$ cat src/rtl/brg_multi.sv
// rtl/brg_multi.sv - processor-to-multi-device register bridge with wait states and irq sync.
// Define BRG_IRQ_SYNC_EN for a two-flop irq synchroniser; otherwise a single register stage.
module brg_multi #(
    parameter int          NDEV = 3,
    parameter logic [29:0] BASE = 30'h1fc0,
    parameter int          WAIT = 1
) (
    input  logic                 clk,
    input  logic                 rst,
    input  logic                 prReq,
    input  logic [29:0]          prAddr,
    input  logic [31:0]          prWd,
    input  logic                 prWe,
    input  logic [3:0]           prBe,
    output logic [31:0]          prRd,
    output logic                 prReady,
    output logic [1:0]           devAddr,
    output logic [31:0]          devWd,
    output logic [3:0]           devBe,
    output logic [NDEV-1:0]      devSel,
    output logic [NDEV-1:0]      devWe,
    input  logic [NDEV*32-1:0]   devRd,
    input  logic [NDEV-1:0]      irq,
    output logic [5:0]           hwInt,
    output logic                 devClk,
    output logic                 devRst
);

    typedef enum logic [1:0] {S_IDLE, S_ACC, S_RESP} state_t;

    localparam logic [29:0] SPAN   = 30'(4 * NDEV);
    localparam logic [3:0]  WAIT_C = 4'(WAIT);

    state_t            state_q, state_d;
    logic [3:0]        cnt_q, cnt_d;
    logic [1:0]        addr_q, addr_d;
    logic [31:0]       wd_q, wd_d;
    logic              we_q, we_d;
    logic [3:0]        be_q, be_d;
    logic [2:0]        idx_q, idx_d;
    logic [31:0]       rd_q, rd_d;
    logic [NDEV-1:0]   irq_s1_q, irq_s1_d;
    logic [NDEV-1:0]   irq_sync;

    logic [29:0]       offset;
    logic              mapped;
    logic [31:0]       rd_sel;
    logic [NDEV-1:0]   sel_vec;
    logic              last_acc;

    // BASE is aligned to the decode span, so the offset bits directly give the device index
    assign offset = prAddr - BASE;
    assign mapped = (prAddr >= BASE) && (offset < SPAN);

    always_comb begin
        rd_sel  = '0;
        sel_vec = '0;
        for (int k = 0; k < NDEV; k++) begin
            if (idx_q == 3'(k)) begin
                rd_sel     = devRd[32*k +: 32];
                sel_vec[k] = 1'b1;
            end
        end
    end

    assign last_acc = (state_q == S_ACC) && (cnt_q == WAIT_C);

    always_comb begin
        state_d = state_q;
        cnt_d   = cnt_q;
        addr_d  = addr_q;
        wd_d    = wd_q;
        we_d    = we_q;
        be_d    = be_q;
        idx_d   = idx_q;
        rd_d    = rd_q;
        case (state_q)
            S_IDLE: begin
                if (prReq) begin
                    addr_d = prAddr[1:0];
                    wd_d   = prWd;
                    we_d   = prWe;
                    be_d   = prBe;
                    idx_d  = offset[4:2];
                    cnt_d  = 4'd0;
                    if (mapped) begin
                        state_d = S_ACC;
                    end else begin
                        state_d = S_RESP;
                        rd_d    = '0;
                    end
                end
            end
            S_ACC: begin
                if (cnt_q == WAIT_C) begin
                    rd_d    = we_q ? 32'd0 : rd_sel;
                    cnt_d   = 4'd0;
                    state_d = S_RESP;
                end else begin
                    cnt_d = cnt_q + 4'd1;
                end
            end
            S_RESP: state_d = S_IDLE;
            default: state_d = S_IDLE;
        endcase
    end

    always_ff @(posedge clk or posedge rst) begin
        if (rst) begin
            state_q <= S_IDLE;
            cnt_q   <= '0;
            addr_q  <= '0;
            wd_q    <= '0;
            we_q    <= 1'b0;
            be_q    <= '0;
            idx_q   <= '0;
            rd_q    <= '0;
        end else begin
            state_q <= state_d;
            cnt_q   <= cnt_d;
            addr_q  <= addr_d;
            wd_q    <= wd_d;
            we_q    <= we_d;
            be_q    <= be_d;
            idx_q   <= idx_d;
            rd_q    <= rd_d;
        end
    end

    always_comb begin
        irq_s1_d = irq;
    end

`ifdef BRG_IRQ_SYNC_EN
    logic [NDEV-1:0] irq_s2_q, irq_s2_d;

    always_comb begin
        irq_s2_d = irq_s1_q;
    end

    always_ff @(posedge clk or posedge rst) begin
        if (rst) begin
            irq_s1_q <= '0;
            irq_s2_q <= '0;
        end else begin
            irq_s1_q <= irq_s1_d;
            irq_s2_q <= irq_s2_d;
        end
    end

    assign irq_sync = irq_s2_q;
`else
    always_ff @(posedge clk or posedge rst) begin
        if (rst) begin
            irq_s1_q <= '0;
        end else begin
            irq_s1_q <= irq_s1_d;
        end
    end

    assign irq_sync = irq_s1_q;
`endif

    always_comb begin
        hwInt           = '0;
        hwInt[NDEV-1:0] = irq_sync;
    end

    assign prRd    = rd_q;
    assign prReady = (state_q == S_RESP);
    assign devAddr = addr_q;
    assign devWd   = wd_q;
    assign devBe   = be_q;
    assign devSel  = (state_q == S_ACC) ? sel_vec : '0;
    // write strobe only in the final access cycle, and suppressed for all-zero byte enables
    assign devWe   = (last_acc && we_q && (be_q != 4'd0)) ? sel_vec : '0;
    assign devClk  = clk;
    assign devRst  = rst;

endmodule

$ cat config.mk
export PLATFORM = sky130hd
export DESIGN_NAME = brg_multi
export DESIGN_NICKNAME = d
export VERILOG_FILES = /design/src/rtl/brg_multi.sv
export SDC_FILE = /design/constraint.sdc
export NUM_CORES = 1
export LEC_CHECK = 0
export ABC_AREA = 1
export BUFFER_PORTS_ARGS = -buffer_cell sky130_fd_sc_hd__buf_2
export CORE_MARGIN = 5
export CORE_UTILIZATION = 33
export DETAILED_ROUTE_END_ITERATION = 10
export PLACE_DENSITY = 0.59
export SLEW_MARGIN = 20
export SYNTH_ARGS = -nofsm -noshare
export SYNTH_HDL_FRONTEND = slang
export SYNTH_SLANG_ARGS = --single-unit
$ cat constraint.sdc
create_clock -name clk -period 2.8 [get_ports clk]
set_input_delay 0.28 -clock clk [delete_from_list [all_inputs] [get_ports clk]]
set_output_delay 0.28 -clock clk [all_outputs]
set_load 0.02 [all_outputs]
==> results of run 1 <==
synth_stat cells:
cell type	number	area, um^2
buf_2	9	45.0
nand2_1	215	807
o22ai_1	3	18.8
o21ai_0	101	505
inv_1	59	221
nand3_1	45	225
o21ai_1	2	10.0
nand3_4	1	17.5
nand2_4	1	11.3
nand4_1	1	6.26
buf_1	1	3.75
xor2_1	1	8.76
nor2_2	4	25.0
nand2_2	1	6.26
ha_1	2	25.0
nor2_1	57	214
inv_2	3	11.3
or2_2	1	6.26
o311ai_0	1	8.76
a31oi_1	1	6.26
conb_1	1	3.75
a21oi_1	1	5.00
dfrtp_1	83	2080
o31ai_1	1	7.51
buf_6	3	33.8
nor3_1	1	5.00
buf_4	5	37.5
clkbuf_1	21	78.8
xnor2_1	1	8.76
nor2_4	3	33.8
tightest hold or removal path, delay by kind of cell:
| kind | cells | cell delay [ns] |
|---|---|---|
| buffers and inverters | 1 | 0.07 |
| AND/OR/NAND/NOR | 2 | 0.08 |
report_power, final:
part / internal, W / total (W) / switching (W)
combinational: 0.000255 / 0.000700 / 0.000445
clock: 0.00100 / 0.00155 / 0.000546
sequential: 0.00128 / 0.00133 / 0.0000468
total: 0.00254 / 0.00358 / 0.00104
cells in the final DEF, fill, tap and decap left out, types with 2 or more instances in the layout:
cell type      count
ha_1               2
dfrtp_1           83
conb_1             3
o22ai_1            3
nand2_1          215
bufinv_16          2
inv_2              3
nor2_2             5
dlygate4sd3_1      4
clkbuf_16         12
nor2_1            56
nor2_4             3
buf_4             10
nand3_1           45
buf_2            250
o21ai_0          101
inv_1             58
repair_timing:
action                                 CTS  global route
hold buffers                             4             0
resized for setup                        0             0
endpoints found under the hold margin   29             0
logic make-up after synthesis:
| logic type | count (synthesis) | share of synthesized area [%] |
|---|---|---|
| AND/OR/NAND/NOR | 330 | 30.3 |
| AO/OA/AOI/OAI | 110 | 12.6 |
| buffers and inverters | 101 | 9.65 |
| flip-flops | 83 | 46.4 |
| XOR/XNOR | 2 | 0.392 |
| adder cells (fa/ha/maj) | 2 | 0.559 |
| other | 1 | 0.0838 |
state kept, by name, summed over array words and instances (netlist names):
signal    flops
cnt_q         4
devAddr       2
devBe         4
devWd        32
idx_q         3
irq_s1_q      3
prRd         32
state_q       2
we_q          1
worst max-delay path by stage:
stage	to	slack, ns	cells after the start
floorplan	cnt_q[0]$_DFFE_PP0P_	0.38	1
global placement	prRd[9]$_DFFE_PP0P_	0.87	7
detailed placement	prRd[7]$_DFFE_PP0P_	0.78	7
CTS	devWe[1]	0.50	7
global route	devWe[1]	0.36	7
finish	devWe[1]	0.56	7
through the flow:
step / util, % / total power (W)
after global placement: 44.1 / 0.00209
after CTS: 47.4 / 0.00364
after global routing: 47.4 / 0.00377
after detailed placement: 44.1 / 0.00209
after floorplan: - / 0.00179
final: 47.4 / 0.00358
cell type report:
class | count | share of cell area, %
Inverter | 62 | 3.71
Clock inverter | 5 | 1.35
Timing Repair Buffer | 264 | 21.9
Tap cell | 176 | 3.50
Clock buffer | 15 | 5.12
Sequential cell | 83 | 33.0
Multi-Input combinational cell | 447 | 31.4
metal layers:
layer / track usage, % / part of all wire (%) / vias up / wire length (um)
li1: - / - / 2453 / -
met1: 23.8 / 43 / 2178 / 6500
met2: 29.2 / 45 / 222 / 6840
met3: 5.55 / 9.8 / 19 / 1470
met4: 6.94 / 1.6 / 0 / 240
met5: 0 / 0 / - / 0
==> qor.csv, run 1 <==
stage,metric,value,unit
status,status,finished clean,
timing,RSZ-0062 raised after global routing,false,
global_route,wire length of the first global-routing pass,24.0,mm
synthesis,post-synthesis sequential area ratio,46.4,%
hold_path,worst hold stages,3,
floorplan,Rows,42,
global_route,gr usage total,18.5,%
synthesis,Syn Inst Count,629,
cells_and_area,nets@finish,1042,
routing,drt pass-1 iters,5,
placed_design,post-place setup slack,0.782,ns
cells_and_area,Diodes inserted,0,
placed_design,hpwl dp,11.2,mm
hold_path,hold path endpoint,devWd[27]$_DFFE_PP0P_,
placed_design,dpl cell area,5860,um^2
routing,Routed WL,15.1,mm
critical_path,WP data arrival,1.96,ns
floorplan,Die Span Y,126,um
critical_path,CP Capture Type,output pin,
critical_path,Setup crit start kind,flip-flop,
critical_path,critical path cell sequence,"inv_1, ha_1, nand3_1, nor2_1, o311ai_0, nor2_1, buf_2",
critical_path,peak fanout along the critical path,3,
cts,clock latency on the worst-skew pair,0.45,ns
critical_path,Reg2Reg Depth,7,
placed_design,RePlAce Congestion,0.858,
floorplan,I/O pins,254,
timing,Final WS setup,0.556,ns
synthesis,Yosys warnings,0,
routing,post-route ant nets,0,
global_route,vias in the first global route,4786,
routing,DRT iter0 DRCs,336,
cells_and_area,Syn-to-layout area delta,40.8,%
timing,Hold Fails Final Rpt,0,
routing,vias per cell,4.63,
run,Max Cap Violations,0,
synthesis,"Distinct cells, synth",30,
critical_path,"CP delay by family, top",simple AND/OR/NAND/NOR gates,
timing,Worst Clk Skew,0.00682,ns
critical_path,Crit Path Category,reg -> out,
critical_path,Setup crit start,cnt_q[1]$_DFFE_PP0P_,
timing,worst hold slack,0.0208,ns
floorplan,core area,13300,um^2
timing,period utilisation layout,80.1,%
cells_and_area,Layout fillers,1398,
floorplan,die extent in x,126,um
timing,min Tclk post-route,2.24,ns
pwr,Static Leak,3.63,nW
global_route,grt total ovfl,0,
cts,setup repair bufs after CTS,0,
critical_path,launching point of the worst reg2reg path,state_q[0]$_DFFE_PP0P_,
synthesis,Post-Syn Area,4470,um^2
critical_path,Max stage delay on crit path,0.40,ns
synthesis,synthesized flop and latch total,83,
critical_path,Critical-path top delay cell,dfrtp_1,
routing,DRC Markers,0,
hold_path,worst hold path type,in -> reg,
pwr,VDD IR max,531,uV
global_route,initial antenna violation count,0,
timing,final setup fails,0,
critical_path,endpoint of the worst register-to-register path,prRd[7]$_DFFE_PP0P_,
global_route,largest net degree at the start of global routing,41,
routing,total number of vias,4872,
cells_and_area,Multi-input gate area,1980,um^2
timing,Final Max Slew Viols,0,
floorplan,Die ar.,16000,um^2
placed_design,placed insts,1029,
timing,setup_tns,0,ns
cts,CTS tree,built,
cts,Clock Pin Slew Worst Setup and Hold Paths,0.06,ns
hold_path,Hold Crit Start,prWd[27],
critical_path,reg2reg setup slack,0.82,ns
critical_path,crit-path most repeated cell,nor2_1,
routing,Wirelength per Cell,14.3,um
critical_path,Crit path buffers/inverters,2,
pwr,power per cell area,568,nW/um^2
cells_and_area,fraction of layout cells with a size suffix above 1,33.8,%
synthesis,Mean Syn Cell Area,7.11,um^2
timing,Worst Tran Pin Value,0.733,ns
cells_and_area,Post-Layout Cell Count,1052,
cells_and_area,register area,2080,um^2
placed_design,PortBufs,250,
timing,Max Fclk,0.446,GHz
critical_path,required time of the critical path,2.52,ns
cells_and_area,fin area,6300,um^2
timing,slew margin rel.,50.5,%
floorplan,Starting Density,33.7,%
(Power assumes the default switching activity.)
==> inputs of run 2 (changes only) <==
Settings changed: PLACE_DENSITY 0.59 to 0.61.
Clock period 2.8 ns to 1.9 ns, I/O delays scaled along.
==> qor.csv, run 2 (synthesis gave the netlist of run 1 again) <==
stage,metric,value,unit,change
timing,Worst Clk Skew,0.00412,ns,-0.00270 ns
critical_path,reg2reg setup slack,0.19,ns,-0.63 ns
critical_path,endpoint of the worst register-to-register path,prRd[1]$_DFFE_PP0P_,,
hold_path,worst hold stages,5,,+2
floorplan,Starting Density,33.7,%,unchanged
timing,Max Fclk,0.551,GHz,
cells_and_area,Syn-to-layout area delta,54.9,%,
routing,Wirelength per Cell,13.9,um,-2.8%
floorplan,core area,13300,um^2,unchanged
cells_and_area,most frequent cells in the layout,"buf_2, nand2_1, o21ai_0",,
hold_path,hold path endpoint,prRd[11]$_DFFE_PP0P_,,
hold_path,Hold Crit Start,devRd[75],,
cells_and_area,"commonest non-fill, non-tap cell in the layout",buf_2,,
critical_path,peak fanout along the critical path,3,,unchanged
cells_and_area,Diodes inserted,0,,unchanged
global_route,wire length of the first global-routing pass,24.9,mm,+3.7%
critical_path,Setup crit start kind,flip-flop,,
critical_path,"CP delay by family, top",flip-flops,,
timing,final setup fails,0,,unchanged
timing,min Tclk post-route,1.82,ns,
run,Max Cap Violations,0,,unchanged
timing,Hold Fails Final Rpt,0,,unchanged
cells_and_area,Multi-input gate area,2050,um^2,+3.8%
pwr,power per cell area,731,nW/um^2,+29%
floorplan,Die ar.,16000,um^2,unchanged
cells_and_area,nets@finish,1099,,+5.5%
cells_and_area,fraction of layout cells with a size suffix above 1,33.9,%,+0.12 points
cells_and_area,final core utilization,52.1,%,+4.7 points
critical_path,WP data arrival,1.63,ns,-0.33 ns
placed_design,RePlAce Congestion,0.861,,+0.28%
routing,vias per cell,4.55,,-1.8%
cells_and_area,fin area,6930,um^2,+10%
hold_path,worst hold path type,in -> reg,,
floorplan,Rows,42,,unchanged
global_route,largest net degree at the start of global routing,84,,+100%
critical_path,launching point of the worst reg2reg path,cnt_q[1]$_DFFE_PP0P_,,
floorplan,I/O pins,254,,unchanged
floorplan,die extent in x,126,um,unchanged
routing,Routed WL,15.4,mm,+2.4%
status,status,finished clean,,
routing,total number of vias,5037,,+3.4%
global_route,vias in the first global route,5065,,+5.8%
placed_design,PortBufs,250,,unchanged
global_route,grt total ovfl,0,,unchanged
routing,post-route ant nets,0,,unchanged
cts,CTS tree,built,,
global_route,initial antenna violation count,0,,unchanged
cells_and_area,register area,2080,um^2,about the same
critical_path,Critical-path top delay cell,dfrtp_1,,
critical_path,Max stage delay on crit path,0.40,ns,about the same
pwr,VDD IR max,692,uV,+30%
critical_path,required time of the critical path,1.71,ns,-0.81 ns
placed_design,dpl cell area,5960,um^2,+1.8%
timing,RSZ-0062 raised after global routing,true,,
floorplan,Die Span Y,126,um,unchanged
critical_path,Crit path buffers/inverters,2,,unchanged
timing,Final Max Slew Viols,0,,unchanged
global_route,gr usage total,19.1,%,+0.61 points
critical_path,Crit Path Category,reg -> out,,
critical_path,CP Capture Type,output pin,,
cts,clock latency on the worst-skew pair,0.44,ns,about the same
cells_and_area,Layout fillers,1296,,-7.3%
placed_design,hpwl dp,11.0,mm,-1.7%
critical_path,Reg2Reg Depth,9,,+2
pwr,Static Leak,3.88,nW,+6.7%
cts,Clock Pin Slew Worst Setup and Hold Paths,0.06,ns,about the same
routing,DRT iter0 DRCs,347,,+3.3%
critical_path,critical path cell sequence,"inv_2, ha_4, nand3_4, nor2_4, o311ai_4, nor2_1, buf_4",,
routing,drt pass-1 iters,4,,-1
timing,period utilisation layout,95.6,%,
routing,DRC Markers,0,,unchanged
run 2: changes by cell type in the layout (fill, tap and decap cells not counted), moves of 3 or more:
cell and change:
buf_12 +5, buf_2 -4, buf_4 +12, dlygate4sd3_1 +42
nor2_4 +3
run 2: worst max path at each step:
stage / start / slack (ns) / cells past startpoint / to
global route: cnt_q[1]$_DFFE_PP0P_ / -0.05 / 7 / devWe[2]
floorplan: state_q[0]$_DFFE_PP0P_ / 0.39 / 9 / prRd[11]$_DFFE_PP0P_
finish: cnt_q[1]$_DFFE_PP0P_ / 0.08 / 7 / devWe[2]
global placement: prAddr[17] / 0.14 / 12 / prRd[23]$_DFFE_PP0P_
CTS: cnt_q[1]$_DFFE_PP0P_ / 0.01 / 7 / devWe[0]
detailed placement: prAddr[16] / 0.1 / 12 / prRd[13]$_DFFE_PP0P_
run 2: through the flow:
stage | total power [W] | setup slack, ns | hold slack, ns | cells | setup TNS (ns)
after CTS | 0.00513 | 0.0129 | 0.123 | 1101 | 0
after floorplan | 0.00264 | 0.394 | 0.221 | 631 | 0
after detailed placement | 0.00311 | 0.0985 | 0.299 | 1036 | 0
after global routing | 0.00538 | -0.0505 | 0.172 | 1108 | -0.0844
after global placement | 0.00311 | 0.141 | 0.297 | 1036 | 0
final | 0.00507 | 0.0840 | 0.141 | 1108 | 0
run 2: what timing repair did:
action,in CTS,in global routing
endpoints found under the setup margin,5,37
hold buffers,46,0
resized for setup,13,13
pin swaps,2,5
endpoints found under the hold margin,128,0
setup buffers,1,7
run 2: report_power, final:
part	internal (W)	total [W]	switching, W
combinational	0.000485	0.00117	0.000685
clock	0.00120	0.00193	0.000731
sequential	0.00189	0.00197	0.0000801
run 2: area by class of cell:
cell class	instances	share of cell area [%]
Timing Repair Buffer	321	28.8
Inverter	62	3.45
Clock inverter	2	0.181
Tap cell	176	3.18
Multi-Input combinational cell	447	29.6
Clock buffer	17	4.77
Sequential cell	83	30.0
run 2: worst reg2reg max path, delay by kind of cell (launching register included):
family / cells / cell delay [ns]
buffers and inverters: 4 / 0.65
AOI/OAI and AO/OA: 1 / 0.21
DFF: 1 / 0.40
and+or+nand+nor: 3 / 0.27
adders and majority gates: 1 / 0.13
run 2: metal layers:
layer	GRT usage [%]	wire, um	vias up
met3	5.63	1330	18
met1	22.6	6390	2247
met2	32.9	7450	202
met5	0	0	-
li1	-	-	2570
met4	6.75	237	0
==> inputs of run 3 (changes only) <==
Settings changed: ABC_AREA 1 to 0, PLACE_DENSITY 0.61 to 0.62.
==> qor.csv, run 3 <==
stage,metric,value,unit,change
status,status,"complete, but fails checks",,
status,failing checks,setup timing,,
global_route,largest net degree at the start of global routing,69,,-18%
synthesis,Post-Syn Area,4350,um^2,-2.7%
timing,setup_tns,-5.31,ns,-5.31 ns
pwr,power per cell area,805,nW/um^2,+10%
synthesis,"Distinct cells, synth",38,,+27%
pwr,Flop pwr share,36.3,%,-2.6 points
timing,RSZ-0062 raised after global routing,true,,
cells_and_area,final core utilization,52.4,%,+0.24 points
timing,min Tclk post-route,2.46,ns,+0.647 ns
synthesis,async set or reset register ratio after synthesis,100,%,unchanged
cts,Clock Pin Slew Worst Setup and Hold Paths,0.06,ns,about the same
timing,final setup fails,36,,+36
critical_path,Setup crit start kind,flip-flop,,
global_route,vias in the first global route,4718,,-6.9%
routing,Wirelength per Cell,15.9,um,+15%
critical_path,peak fanout along the critical path,3,,unchanged
routing,drt pass-1 iters,5,,+1
routing,vias per cell,4.88,,+7.4%
cells_and_area,Post-Layout Cell Count,913,,-18%
global_route,gr usage total,18.3,%,-0.75 points
floorplan,Rows,42,,unchanged
routing,Routed WL,14.6,mm,-5.5%
critical_path,critical path cell sequence,"inv_1, ha_2, or3b_4, or4b_4, nor3_4, buf_6",,
placed_design,RePlAce Congestion,0.826,,-4.1%
cells_and_area,Diodes inserted,0,,unchanged
timing,Final Max Slew Viols,0,,unchanged
global_route,initial antenna violation count,0,,unchanged
cts,clock latency on the worst-skew pair,0.45,ns,about the same
critical_path,WP data arrival,2.27,ns,+0.64 ns
placed_design,PortBufs,250,,unchanged
floorplan,core area,13100,um^2,-1.6%
hold_path,worst hold path type,in -> reg,,
timing,Worst Tran Pin Value,0.676,ns,
timing,worst hold slack,0.145,ns,+0.00353 ns
floorplan,I/O pins,254,,unchanged
synthesis,ys flop type,dfrtp_1,,
routing,DRT iter0 DRCs,169,,-51%
critical_path,Max stage delay on crit path,0.55,ns,+0.15 ns
run,Max Cap Violations,0,,unchanged
synthesis,synthesized flop and latch total,83,,unchanged
synthesis,Commonest cells post-synth,"dfrtp_1, inv_1, mux2_2",,
timing,Max Fclk,0.406,GHz,-26%
pwr,Comb power frac,24.4,%,+1.3 points
synthesis,Syn Inst Count,438,,-30%
floorplan,Starting Density,33.3,%,-0.40 points
placed_design,post-place setup slack,-0.149,ns,-0.248 ns
cells_and_area,nets@finish,903,,-18%
pwr,sw frac,29.4,%,-0.081 points
critical_path,CP Capture Type,output pin,,
pwr,Static Leak,3.28,nW,-15%
pwr,Clk pwr share,39.4,%,+1.4 points
pwr,VDD IR max,766,uV,+11%
cells_and_area,fraction of layout cells with a size suffix above 1,46.9,%,+13 points
timing,Worst Clk Skew,0.00465,ns,+0.000525 ns
routing,post-route ant nets,0,,unchanged
synthesis,top post-synthesis cells by area,"dfrtp_1, mux2_2, o32ai_1",,
floorplan,Die Span Y,125,um,-1.3%
pwr,internal power,0.00389,W,+9.1%
critical_path,Critical-path top delay cell,or4b_4,,
synthesis,Mean Syn Cell Area,9.94,um^2,+40%
cells_and_area,"commonest non-fill, non-tap cell in the layout",buf_2,,
synthesis,post-synthesis sequential area ratio,47.7,%,+1.3 points
cells_and_area,most frequent cells in the layout,"buf_2, dfrtp_1, inv_1",,
synthesis,cell taking the most area after synthesis,dfrtp_1,,
critical_path,Crit Path Category,reg -> out,,
floorplan,die extent in x,125,um,-1.3%
synthesis,Yosys top cell area share,47.7,%,+1.3 points
critical_path,"CP delay by family, top",simple AND/OR/NAND/NOR gates,,
cells_and_area,Syn-to-layout area delta,57.4,%,
global_route,wire length of the first global-routing pass,23.3,mm,-6.4%
cts,CTS tree,built,,
timing,period utilisation layout,130,%,+34 points
synthesis,Yosys warnings,0,,unchanged
timing,Hold Fails Final Rpt,0,,unchanged
global_route,grt total ovfl,0,,unchanged
critical_path,Crit path buffers/inverters,2,,unchanged
critical_path,required time of the critical path,1.71,ns,about the same
placed_design,placed insts,846,,-18%
routing,DRC Markers,0,,unchanged
routing,total number of vias,4459,,-11%
timing,slew margin rel.,54.3,%,
timing,Final WS setup,-0.563,ns,-0.647 ns
floorplan,Die ar.,15600,um^2,-2.5%
cells_and_area,Layout fillers,1169,,-9.8%
synthesis,"EDFF count, synth",0,,unchanged
placed_design,hpwl dp,10.3,mm,-6.4%
synthesis,most common cell in the synthesized netlist,dfrtp_1,,
pwr,total net switching power,0.00163,W,+8.6%
[run 3: logic make-up after synthesis]
family,count (synthesis),share of synthesized area (%)
AOI/OAI and AO/OA,105,17.0
buffers and inverters,104,9.86
and+or+nand+nor,100,13.7
DFF,83,47.7
muxes,42,10.9
adders and majority gates,2,0.575
other,1,0.0862
xor gates and xnor gates,1,0.201
[run 3: worst paths after layout]
check | from | to | slack (ns) | depth (start not counted)
max in group asynchronous | rst | prRd[10]$_DFFE_PP0P_ | 1.02 | 4
hold reg to reg | devWd[29]$_DFFE_PP0P_ | devWd[29]$_DFFE_PP0P_ | 0.51 | 1
hold / removal | prAddr[8] | state_q[0]$_DFFE_PP0P_ | 0.14 | 5
setup reg to reg | cnt_q[1]$_DFFE_PP0P_ | prRd[7]$_DFFE_PP0P_ | -0.18 | 6
min in group asynchronous | rst | irq_s1_q[2]$_DFF_PP0_ | 0.33 | 3
setup / recovery | cnt_q[1]$_DFFE_PP0P_ | devWe[0] | -0.56 | 6
[run 3: metal layers]
metal	GRT usage, %	routed length (um)	vias to the layer above
li1	-	-	2126
met1	20.9	5960	2113
met2	32.3	7170	198
met3	5.40	1160	22
met4	6.89	263	0
met5	0	0	-
[run 3: cell type report]
class / count / area (um^2) / share of cell area (%)
tap: 176 / 220 / 3.21
sequential: 83 / 2080 / 30.3
inverter: 66 / 251 / 3.67
clock buffer: 14 / 319 / 4.66
clock inverter: 6 / 73.8 / 1.08
multi-input combinational: 254 / 1930 / 28.2
timing repair buffer: 314 / 1980 / 28.8
[run 3: worst reg2reg max path: cells and delay by family (launching register included)]
family	cells	cell delay, ns
and+or+nand+nor	1	0.63
buffers and inverters	1	0.06
AOI/OAI and AO/OA	3	0.70
DFF	1	0.39
adders and majority gates	1	0.16
[run 3: power by group through the flow]
stage | Clock (W) | Combinational [W] | Sequential, W
5_1_grt | 0.00230 | 0.00147 | 0.00202
6_report | 0.00217 | 0.00135 | 0.00200
2_1_floorplan | 0.0000615 | 0.000606 | 0.00219
4_1_cts | 0.00224 | 0.00135 | 0.00200
3_5_place_dp | 0.0000492 | 0.00127 | 0.00203
3_3_place_gp | 0.0000492 | 0.00125 | 0.00202
[run 3: metrics by stage]
| step | area, um^2 | power [W] |
|---|---|---|
| floorplan | 4380 | 0.00286 |
| global placement | 5920 | 0.00332 |
| detailed placement | 5920 | 0.00335 |
| CTS | 6820 | 0.00559 |
| global route | 6850 | 0.00579 |
| finish | 6850 | 0.00552 |
[run 3: what timing repair did]
| action | 4_1_cts | 5_1_grt |
|---|---|---|
| endpoints found under the setup margin | 36 | 39 |
| buffers inserted | 1 | 0 |
| resized for setup | 8 | 10 |
| endpoints found under the hold margin | 62 | 0 |
| pin swaps | 3 | 1 |
| gates cloned | 1 | 0 |
| hold buffers | 46 | 0 |
